==> config.mk <==
export PLATFORM = sky130hd
export DESIGN_NAME = quadrature_step_generator
export DESIGN_NICKNAME = d
export VERILOG_FILES = /design/src/rtl/quadrature_step_generator_pkg.sv /design/src/rtl/quadrature_step_generator_step_timer.sv /design/src/rtl/quadrature_step_generator.sv
export SDC_FILE = /design/constraint.sdc
export NUM_CORES = 1
export LEC_CHECK = 0
export CAP_MARGIN = 20
export CORE_MARGIN = 2
export CORE_UTILIZATION = 49
export CTS_CLUSTER_SIZE = 14
export DETAILED_ROUTE_END_ITERATION = 8
export PLACE_DENSITY = 0.73
export SYNTH_ARGS = -nofsm -noshare
export SYNTH_HDL_FRONTEND = slang
export SYNTH_SLANG_ARGS = --single-unit
==> constraint.sdc <==
create_clock -name clk_i -period 2.52 [get_ports clk_i]
set_clock_uncertainty 0.05 [all_clocks]
set_input_delay 0.63 -clock clk_i [delete_from_list [all_inputs] [get_ports clk_i]]
set_output_delay 0.63 -clock clk_i [all_outputs]
set_load 0.05 [all_outputs]
==> src/rtl/quadrature_step_generator_pkg.sv <==
// Shared encodings for the rotary step generator and the matching decoder:
// FSM states, Gray phase constants and direction constants.
package quadrature_step_generator_pkg;

  typedef enum logic [1:0] {
    StIdle   = 2'd0,
    StWait   = 2'd1,
    StStep   = 2'd2,
    StFinish = 2'd3
  } state_e;

  localparam logic [1:0] GRAY_00 = 2'b00;
  localparam logic [1:0] GRAY_10 = 2'b10;
  localparam logic [1:0] GRAY_11 = 2'b11;
  localparam logic [1:0] GRAY_01 = 2'b01;

  localparam logic DIR_UP   = 1'b1;
  localparam logic DIR_DOWN = 1'b0;

  // Next {a,b} position; DIR_UP walks 00->10->11->01, DIR_DOWN the reverse.
  function automatic logic [1:0] gray_next(input logic [1:0] ab, input logic dir);
    logic [1:0] nxt;
    nxt = ab;
    if (dir == DIR_UP) begin
      unique case (ab)
        GRAY_00: nxt = GRAY_10;
        GRAY_10: nxt = GRAY_11;
        GRAY_11: nxt = GRAY_01;
        default: nxt = GRAY_00;
      endcase
    end else begin
      unique case (ab)
        GRAY_00: nxt = GRAY_01;
        GRAY_01: nxt = GRAY_11;
        GRAY_11: nxt = GRAY_10;
        default: nxt = GRAY_00;
      endcase
    end
    return nxt;
  endfunction

endpackage

==> src/rtl/quadrature_step_generator_step_timer.sv <==
// Loadable down-counter pacing the gaps between phase transitions; tick marks
// the last enabled cycle before terminal count.
module quadrature_step_generator_step_timer #(
  parameter int unsigned DIV_LEN = 16
) (
  input  logic               clk_i,
  input  logic               rst_i,
  input  logic               load_i,
  input  logic [DIV_LEN-1:0] load_val_i,
  input  logic               en_i,
  output logic               tick_o
);

  logic [DIV_LEN-1:0] count_q, count_d;

  always_comb begin
    count_d = count_q;
    if (load_i) begin
      count_d = load_val_i;
    end else if (en_i && (count_q != '0)) begin
      count_d = count_q - DIV_LEN'(1);
    end
  end

  always_ff @(posedge clk_i or posedge rst_i) begin
    if (rst_i) begin
      count_q <= '0;
    end else begin
      count_q <= count_d;
    end
  end

  assign tick_o = en_i && (count_q == DIV_LEN'(1));

endmodule

==> src/rtl/quadrature_step_generator.sv <==
// Turns a (direction, count, pacing) command into a registered two-phase Gray
// sequence on rotary_a/rotary_b. Phase persists across commands.
module quadrature_step_generator
  import quadrature_step_generator_pkg::*;
#(
  parameter int unsigned COUNT_LEN = 8,
  parameter int unsigned DIV_LEN   = 16
) (
  input  logic                 clk_i,
  input  logic                 rst_i,
  input  logic                 cmd_valid_i,
  output logic                 cmd_ready_o,
  input  logic                 cmd_dir_i,
  input  logic [COUNT_LEN-1:0] cmd_steps_i,
  input  logic [DIV_LEN-1:0]   cmd_half_period_i,
  input  logic                 abort_i,
  output logic                 rotary_a_o,
  output logic                 rotary_b_o,
  output logic                 busy_o,
  output logic                 done_o
);

  state_e               state_q, state_d;
  logic                 dir_q, dir_d;
  logic [COUNT_LEN-1:0] rem_q, rem_d;
  logic [DIV_LEN-1:0]   hp_q, hp_d;
  logic [1:0]           ab_q, ab_d;

  logic                 timer_load, timer_en, tick;
  logic [DIV_LEN-1:0]   timer_val, hp_in;
  logic                 accept;

  assign hp_in  = (cmd_half_period_i == '0) ? DIV_LEN'(1) : cmd_half_period_i;
  assign accept = cmd_valid_i && cmd_ready_o && !abort_i;

  // The phase register advances on the edge that enters StStep, so StWait only
  // covers hp-1 cycles and hp==1 skips StWait entirely.
  always_comb begin
    state_d    = state_q;
    dir_d      = dir_q;
    rem_d      = rem_q;
    hp_d       = hp_q;
    ab_d       = ab_q;
    timer_load = 1'b0;
    timer_en   = 1'b0;
    timer_val  = hp_q - DIV_LEN'(1);
    unique case (state_q)
      StIdle, StFinish: begin
        state_d = StIdle;
        if (accept) begin
          dir_d = cmd_dir_i;
          hp_d  = hp_in;
          if (cmd_steps_i == '0) begin
            rem_d   = '0;
            state_d = StFinish;
          end else if (hp_in == DIV_LEN'(1)) begin
            ab_d    = gray_next(ab_q, cmd_dir_i);
            rem_d   = cmd_steps_i - COUNT_LEN'(1);
            state_d = StStep;
          end else begin
            rem_d      = cmd_steps_i;
            timer_load = 1'b1;
            timer_val  = hp_in - DIV_LEN'(1);
            state_d    = StWait;
          end
        end
      end
      StWait: begin
        if (abort_i) begin
          state_d = StIdle;
        end else begin
          timer_en = 1'b1;
          if (tick) begin
            ab_d    = gray_next(ab_q, dir_q);
            rem_d   = rem_q - COUNT_LEN'(1);
            state_d = StStep;
          end
        end
      end
      StStep: begin
        if (abort_i) begin
          state_d = StIdle;
        end else if (rem_q == '0) begin
          state_d = StFinish;
        end else if (hp_q == DIV_LEN'(1)) begin
          ab_d  = gray_next(ab_q, dir_q);
          rem_d = rem_q - COUNT_LEN'(1);
        end else begin
          timer_load = 1'b1;
          state_d    = StWait;
        end
      end
      default: state_d = StIdle;
    endcase
  end

  always_ff @(posedge clk_i or posedge rst_i) begin
    if (rst_i) begin
      state_q <= StIdle;
      dir_q   <= DIR_UP;
      rem_q   <= '0;
      hp_q    <= DIV_LEN'(1);
      ab_q    <= GRAY_00;
    end else begin
      state_q <= state_d;
      dir_q   <= dir_d;
      rem_q   <= rem_d;
      hp_q    <= hp_d;
      ab_q    <= ab_d;
    end
  end

  quadrature_step_generator_step_timer #(
    .DIV_LEN(DIV_LEN)
  ) u_step_timer (
    .clk_i      (clk_i),
    .rst_i      (rst_i),
    .load_i     (timer_load),
    .load_val_i (timer_val),
    .en_i       (timer_en),
    .tick_o     (tick)
  );

  assign rotary_a_o  = ab_q[1];
  assign rotary_b_o  = ab_q[0];
  assign busy_o      = (state_q == StWait) || (state_q == StStep);
  assign done_o      = (state_q == StFinish);
  assign cmd_ready_o = (state_q == StIdle) || (state_q == StFinish);

endmodule

# == Yosys cells after proc, flatten, opt, wreduce, memory -nomap -nowiden ==
# Index checks and enable logic that the tools add are counted.
# word_totals
output_inout_bits,5
inputBits,29
word_cells,96
ff_bits,45
# op_classes
n_reduce_logical,19
mux,47
addsub,5
n_eq_ne,19
# ops
operator,count
2-to-1 mux 16 bit,7
2-to-1 mux 8 bit,8
"== test 16 x 1 -> 1 bit, second input constant",3
"subtractor 16 x 1 -> 16 bit, second input constant",3
2-to-1 mux 2 bit,18
one-hot mux 2 bit (3 select lines),4
one-hot mux 8 bit (3 select lines),1
zero test 16 bit,1
zero test 8 bit,2
"!= test 2 bit, second input constant",8
nonzero test 16 bit,1
"subtractor 8 x 1 -> 8 bit, second input constant",2
"== test 2 bit, second input constant",4
2-to-1 mux 1 bit,8
AND reduction 8 bit,1
AND reduction 6 bit,1
"== test 2 x 1 -> 1 bit, second input constant",2
logical AND 1 bit,4
zero test 2 bit,2
"!= test 4 bit, second input constant",1
AND reduction 2 bit,2
"!= test 3 bit, second input constant",1
logical OR 1 bit,2
one-hot mux 1 bit (2 select lines),1
3 further kinds,3

# == Depth between registers and ports, before layout ==
# Gate-level depths: netlist of the first run.
# depth
word_depth,8
depth_mapped,16
ltp_nobuf,12

# == Modules after synthesis ==
# Synthesis of the first run repeated with hierarchy kept, for this count alone.
# hier_totals
cells_unflattened,441
area_unflattened_um2,3843.7
# by_module_without_submodules
mod,seq_area_each_um2,n_inst,area_each_um2,cells_per_inst
quadrature_step_generator,728.2,1,2707.6,306
quadrature_step_generator_step_timer,400.4,1,1136.1,135

# == Worst setup path after synthesis of the first run ==
# OpenSTA, ideal clock, no wires.
# synth_timing
path_type,input-to-reg
start,input port cmd_half_period_i[2]
end,register u_step_timer.count_q[1]
cell_stages,14
t_required_ps,2344
arrival_ps,2959
setup_ps,126
path_slack_ps,-615
n_path_buf,2
cell_sequence,buf_2 -> nor3_1 -> nand4_1 -> nor2_1 -> nor2_1 -> inv_1 -> ha_1 -> nor3b_1 -> and4_1 -> buf_2 -> or3_4 -> a21oi_4 -> nor2_1 -> a221o_1
# synth_via
elab_chain_len,8
word_cells_on_any_way,14
cone_classes,1 x add/sub; 1 x eq/ne; 10 x mux; 2 x reduce/logical
# synth_rtl
item,line_no,text
"start, declared",quadrature_step_generator.sv:15,"input logic [DIV_LEN-1:0] cmd_half_period_i,"
zero test 16 bit *,quadrature_step_generator.sv:33,assign hp_in = (cmd_half_period_i == '0) ? DIV_LEN'(1) : cmd_half_period_i;
2-to-1 mux 16 bit *,quadrature_step_generator.sv:33,
net hp_in[0],quadrature_step_generator.sv:30,"logic [DIV_LEN-1:0] timer_val, hp_in;"
subtractor 16 x 1 -> 16 bit or == test 16 x 1 -> 1 bit (tied branches),"quadrature_step_generator.sv:63, quadrature_step_generator.sv:56",
2-to-1 mux 16 bit or 2-to-1 mux 1 bit (tied branches),quadrature_step_generator.sv:56,end else if (hp_in == DIV_LEN'(1)) begin
2-to-1 mux 16 bit or 2-to-1 mux 1 bit (tied branches),quadrature_step_generator.sv:53,if (cmd_steps_i == '0) begin
2-to-1 mux 16 bit or 2-to-1 mux 1 bit (tied branches),quadrature_step_generator.sv:50,if (accept) begin
2-to-1 mux 16 bit or one-hot mux 1 bit (2 select lines) (tied branches),quadrature_step_generator.sv:47,unique case (state_q)
2-to-1 mux 16 bit or nonzero test 2 bit (tied branches),-,
"end signal, assigned",quadrature_step_generator_step_timer.sv:29,count_q <= count_d;
"end, declared",quadrature_step_generator_step_timer.sv:14,"logic [DIV_LEN-1:0] count_q, count_d;"
# Mark *: on every way through the listed nets, which the timed path passes. The rest lies on a longest branch.
# A chain may end at the register's enable or synchronous reset.

# == Worst setup path in the final report of the first run ==
# layout_timing
start,input port cmd_half_period_i[8]
end,register u_step_timer.count_q[12]
# Same word-level chain as after synthesis.

==> impl_metrics.tcl, run 1 <==
set metrics [dict create \
    critical_path_buf_inv_count 3 \
    io_buffers 33 \
    diodes 0 \
    drt_iter0_drc 254 \
    nNetsFinal 548 \
    yosysUniqueCellTypes 59 \
    slowest_delay_ns 0.34 \
    antenna_found_initial 0 \
    finalHoldViolCount 0 \
    ys_seq_elements 45 \
    ff2ff_path_depth 8 \
    cp.arrival_ns 2.87 \
    worstPathRequired_ns 2.71 \
    htree_levels 2 \
    power_density_nw_per_um2 603 \
    worst_setup_path_start_kind "input port" \
    fin_crit_ns 2.69 \
    layout_setup_ws_ns -0.166 \
    grt_overflow 0 \
    cp_cell_sequence "buf_6 > nor4_4 > nand4_1 > nor2_1 > nor2_2 > inv_2 > ha_4 > nor3b_2 > and4_4 > or3_4 > buf_6 > nor2_4 > a221o_1 > o21ai_1" \
    postRouteAntennaNets 0 \
    timing.hold.ws_ns 0.505 \
    cp_slowest_cell "a221o_1" \
    status "complete, but fails checks" \
    hold_end "ab_q[1]$_DFFE_PP0P_" \
    worstMarginPinSlew_ns 0.643 \
    grt_pass1_wl_um 15800 \
    drive_above_1_share 0.358 \
    r2r-end "u_step_timer.count_q[8]$_DFFE_PP0P_" \
    synth-edff-count 0 \
    cp-end-kind "register" \
    grt_pass1_vias 3252 \
    switching_share 0.393 \
    cts.sinks 45 \
    cts.clk_slew.worst_paths_ns 0.08 \
    gp_congestion 0.877 \
    synthCells 395 \
    fmax_ghz 0.372 \
    avgSynthCellArea_sq_um 8.97 \
    synth_area_sq_um 3540 \
    ios 34 \
    root_buffer "clkbuf_8" \
    firstDrtPassIters 5 \
    rsz0062_at_grt "yes" \
    power_frac_clock 0.151 \
    clock_latency_ns 0.31 \
    p_comb_frac 0.440 \
    initial_core_util 0.497 \
    switching_power_mw 1.16 \
    clockBufferDepth 2 \
    maxCapViolations 0 \
    finalSetupViolations 25 \
    path_class "in2reg" \
    ys_seq_area_frac 0.318 \
    crit_top_cell "buf_6" \
    whs_path_depth 1 \
    min_from "ab_q[1]$_DFFE_PP0P_" \
    cts_tree "done" \
    r2r_start "rem_q[0]$_DFFE_PP0P_" \
    num_rows 31 \
    vias 3457 \
    cts_buffers 5 \
    p_seq_frac 0.409 \
    crit_fanout 8 \
    post_drt_via_cell_ratio 5.70 \
    die_h_um 89.1 \
    yosysWarnings 0 \
    dpl.cell_count 586 \
    crit_family "simple AND/OR/NAND/NOR gates" \
    n_fill_cell 561 \
    grt_max_degree 31 \
    syn_nets 436 \
    slew_headroom 0.569 \
    synth_ff_type "dfrtp_1" \
    area_growth_syn_to_layout_pct 38.6 \
    drv_slew 0 \
    die-area_sq_um 7930 \
    layout_common_cells "buf_4, dfrtp_1, nor2_1, nand2_1, a21oi_1" \
    stdcell_count 607 \
    async_flop_share 1.00 \
    r2r_slack_ns -0.04 \
    die_w_um 89.1 \
    p_int_mw 1.80 \
    dp_hpwl_um 7180 \
    violations "negative setup slack" \
    grt.total_usage 0.259 \
    routedWlPerCell_um 16.1 \
    core_sq_um 7140 \
    p_leak_nw 2.06 \
    min_path_type "reg2reg" \
    finalCritPeriodShare 1.07 \
    finalWirelength_um 9800 \
    vdd_ir_drop_max_mv 0.625 \
    drc_errors 0 \
    final_common_cell "buf_4" \
]
## layout make-up
type | instances | area [sq um] | area share
well taps | 99 | 124 | 0.0252
multi-input cells | 320 | 2470 | 0.503
repair buffers | 118 | 1040 | 0.212
clock buffers | 6 | 72.6 | 0.0148
flip-flops and latches | 45 | 1130 | 0.230
inverters | 17 | 63.8 | 0.0130
clock inverters | 2 | 10.0 | 0.00204
## metrics by stage
step	util	setup TNS (ns)	area [sq um]	worst slack, ns	power (mW)
final	0.688	-2.08	4910	-0.166	2.97
after global routing	0.688	-5.68	4910	-0.305	3.15
after global placement	0.635	-19.98	4530	-0.823	2.39
after floorplan	-	-8.21	3600	-0.435	1.99
after detailed placement	0.635	-21.64	4530	-0.900	2.43
after CTS	0.673	-0.585	4810	-0.0722	2.91
## how the worst max path moves through the flow
stage / from / to / slack, ns / cells after the start
finish: cmd_half_period_i[8] / u_step_timer.count_q[12]$_DFFE_PP0P_ / -0.17 / 14
global route: cmd_half_period_i[8] / u_step_timer.count_q[12]$_DFFE_PP0P_ / -0.31 / 14
CTS: cmd_half_period_i[13] / u_step_timer.count_q[13]$_DFFE_PP0P_ / -0.07 / 14
detailed placement: cmd_half_period_i[9] / u_step_timer.count_q[1]$_DFFE_PP0P_ / -0.90 / 13
global placement: cmd_half_period_i[9] / u_step_timer.count_q[1]$_DFFE_PP0P_ / -0.82 / 13
floorplan: cmd_half_period_i[8] / u_step_timer.count_q[7]$_DFFE_PP0P_ / -0.43 / 15
## cell usage after synthesis (3+ instances only)
cell / count / area share
a211o_1: 4 / 0.0099
a211oi_1: 6 / 0.013
a21o_1: 4 / 0.0085
a21oi_1: 24 / 0.034
a221o_1: 3 / 0.0085
and2_1: 7 / 0.012
and3_1: 3 / 0.0053
buf_2: 6 / 0.0085
buf_6: 3 / 0.0095
clkbuf_1: 4 / 0.0042
dfrtp_1: 43 / 0.30
ha_1: 12 / 0.042
inv_1: 16 / 0.017
mux2_2: 20 / 0.064
mux2i_1: 9 / 0.025
nand2_1: 30 / 0.032
nand2b_1: 8 / 0.014
nand3_1: 11 / 0.016
nand4_1: 3 / 0.0053
nor2_1: 44 / 0.047
nor3_1: 16 / 0.023
nor3b_1: 8 / 0.017
nor4_1: 8 / 0.014
nor4_2: 3 / 0.011
nor4_4: 3 / 0.018
o211ai_1: 7 / 0.015
o21ai_0: 8 / 0.011
o221a_1: 4 / 0.013
or3_1: 8 / 0.014
xnor2_1: 18 / 0.044
xor2_1: 16 / 0.040
## metal layers
metal,GRT usage,share of wire,vias up
met2,0.405,0.47,113
met1,0.367,0.45,1669
met4,0.0828,0.020,0
met3,0.0434,0.053,21
met5,0,0,-
li1,-,-,1654
## logic make-up (layout without fill, tap and decap cells)
logic type / count (synthesis) / after routing / synth area share
DFF: 45 / 45 / 0.318
buffers and inverters: 31 / 143 / 0.0424
adders and majority gates: 12 / 12 / 0.0424
and+or+nand+nor: 168 / 168 / 0.266
muxes: 31 / 31 / 0.0953
xor gates and xnor gates: 34 / 34 / 0.0840
AOI/OAI and AO/OA: 74 / 75 / 0.151
## registers in the layout (all words and copies together) (netlist names)
register and flops:
hp_q 16, u_step_timer.count_q 16, rem_q 8, ab_q 2, state_q 2, dir_q 1
## power groups by stage
stage,clock network [mW],registers [mW],logic [mW]
5_1_grt,0.474,1.25,1.43
4_1_cts,0.451,1.20,1.26
3_3_place_gp,0,1.20,1.19
3_5_place_dp,0,1.21,1.22
2_1_floorplan,0,1.23,0.764
6_report,0.447,1.21,1.31
## repair_timing
item | CTS | global route
pin swaps | 21 | 17
endpoints found under the setup margin | 27 | 27
resized for setup | 101 | 26
gates cloned | 2 | 0
hold buffers | 0 | 0
setup buffers | 9 | 2
Note: power is estimated with default switching activity, not from simulation.
==> run 2, diff against run 1 <==
Settings changed: HOLD_SLACK_MARGIN from default to 0.1.
==> results of run 2 <==
Final layout, timing and power as in run 1 (identical DEF).
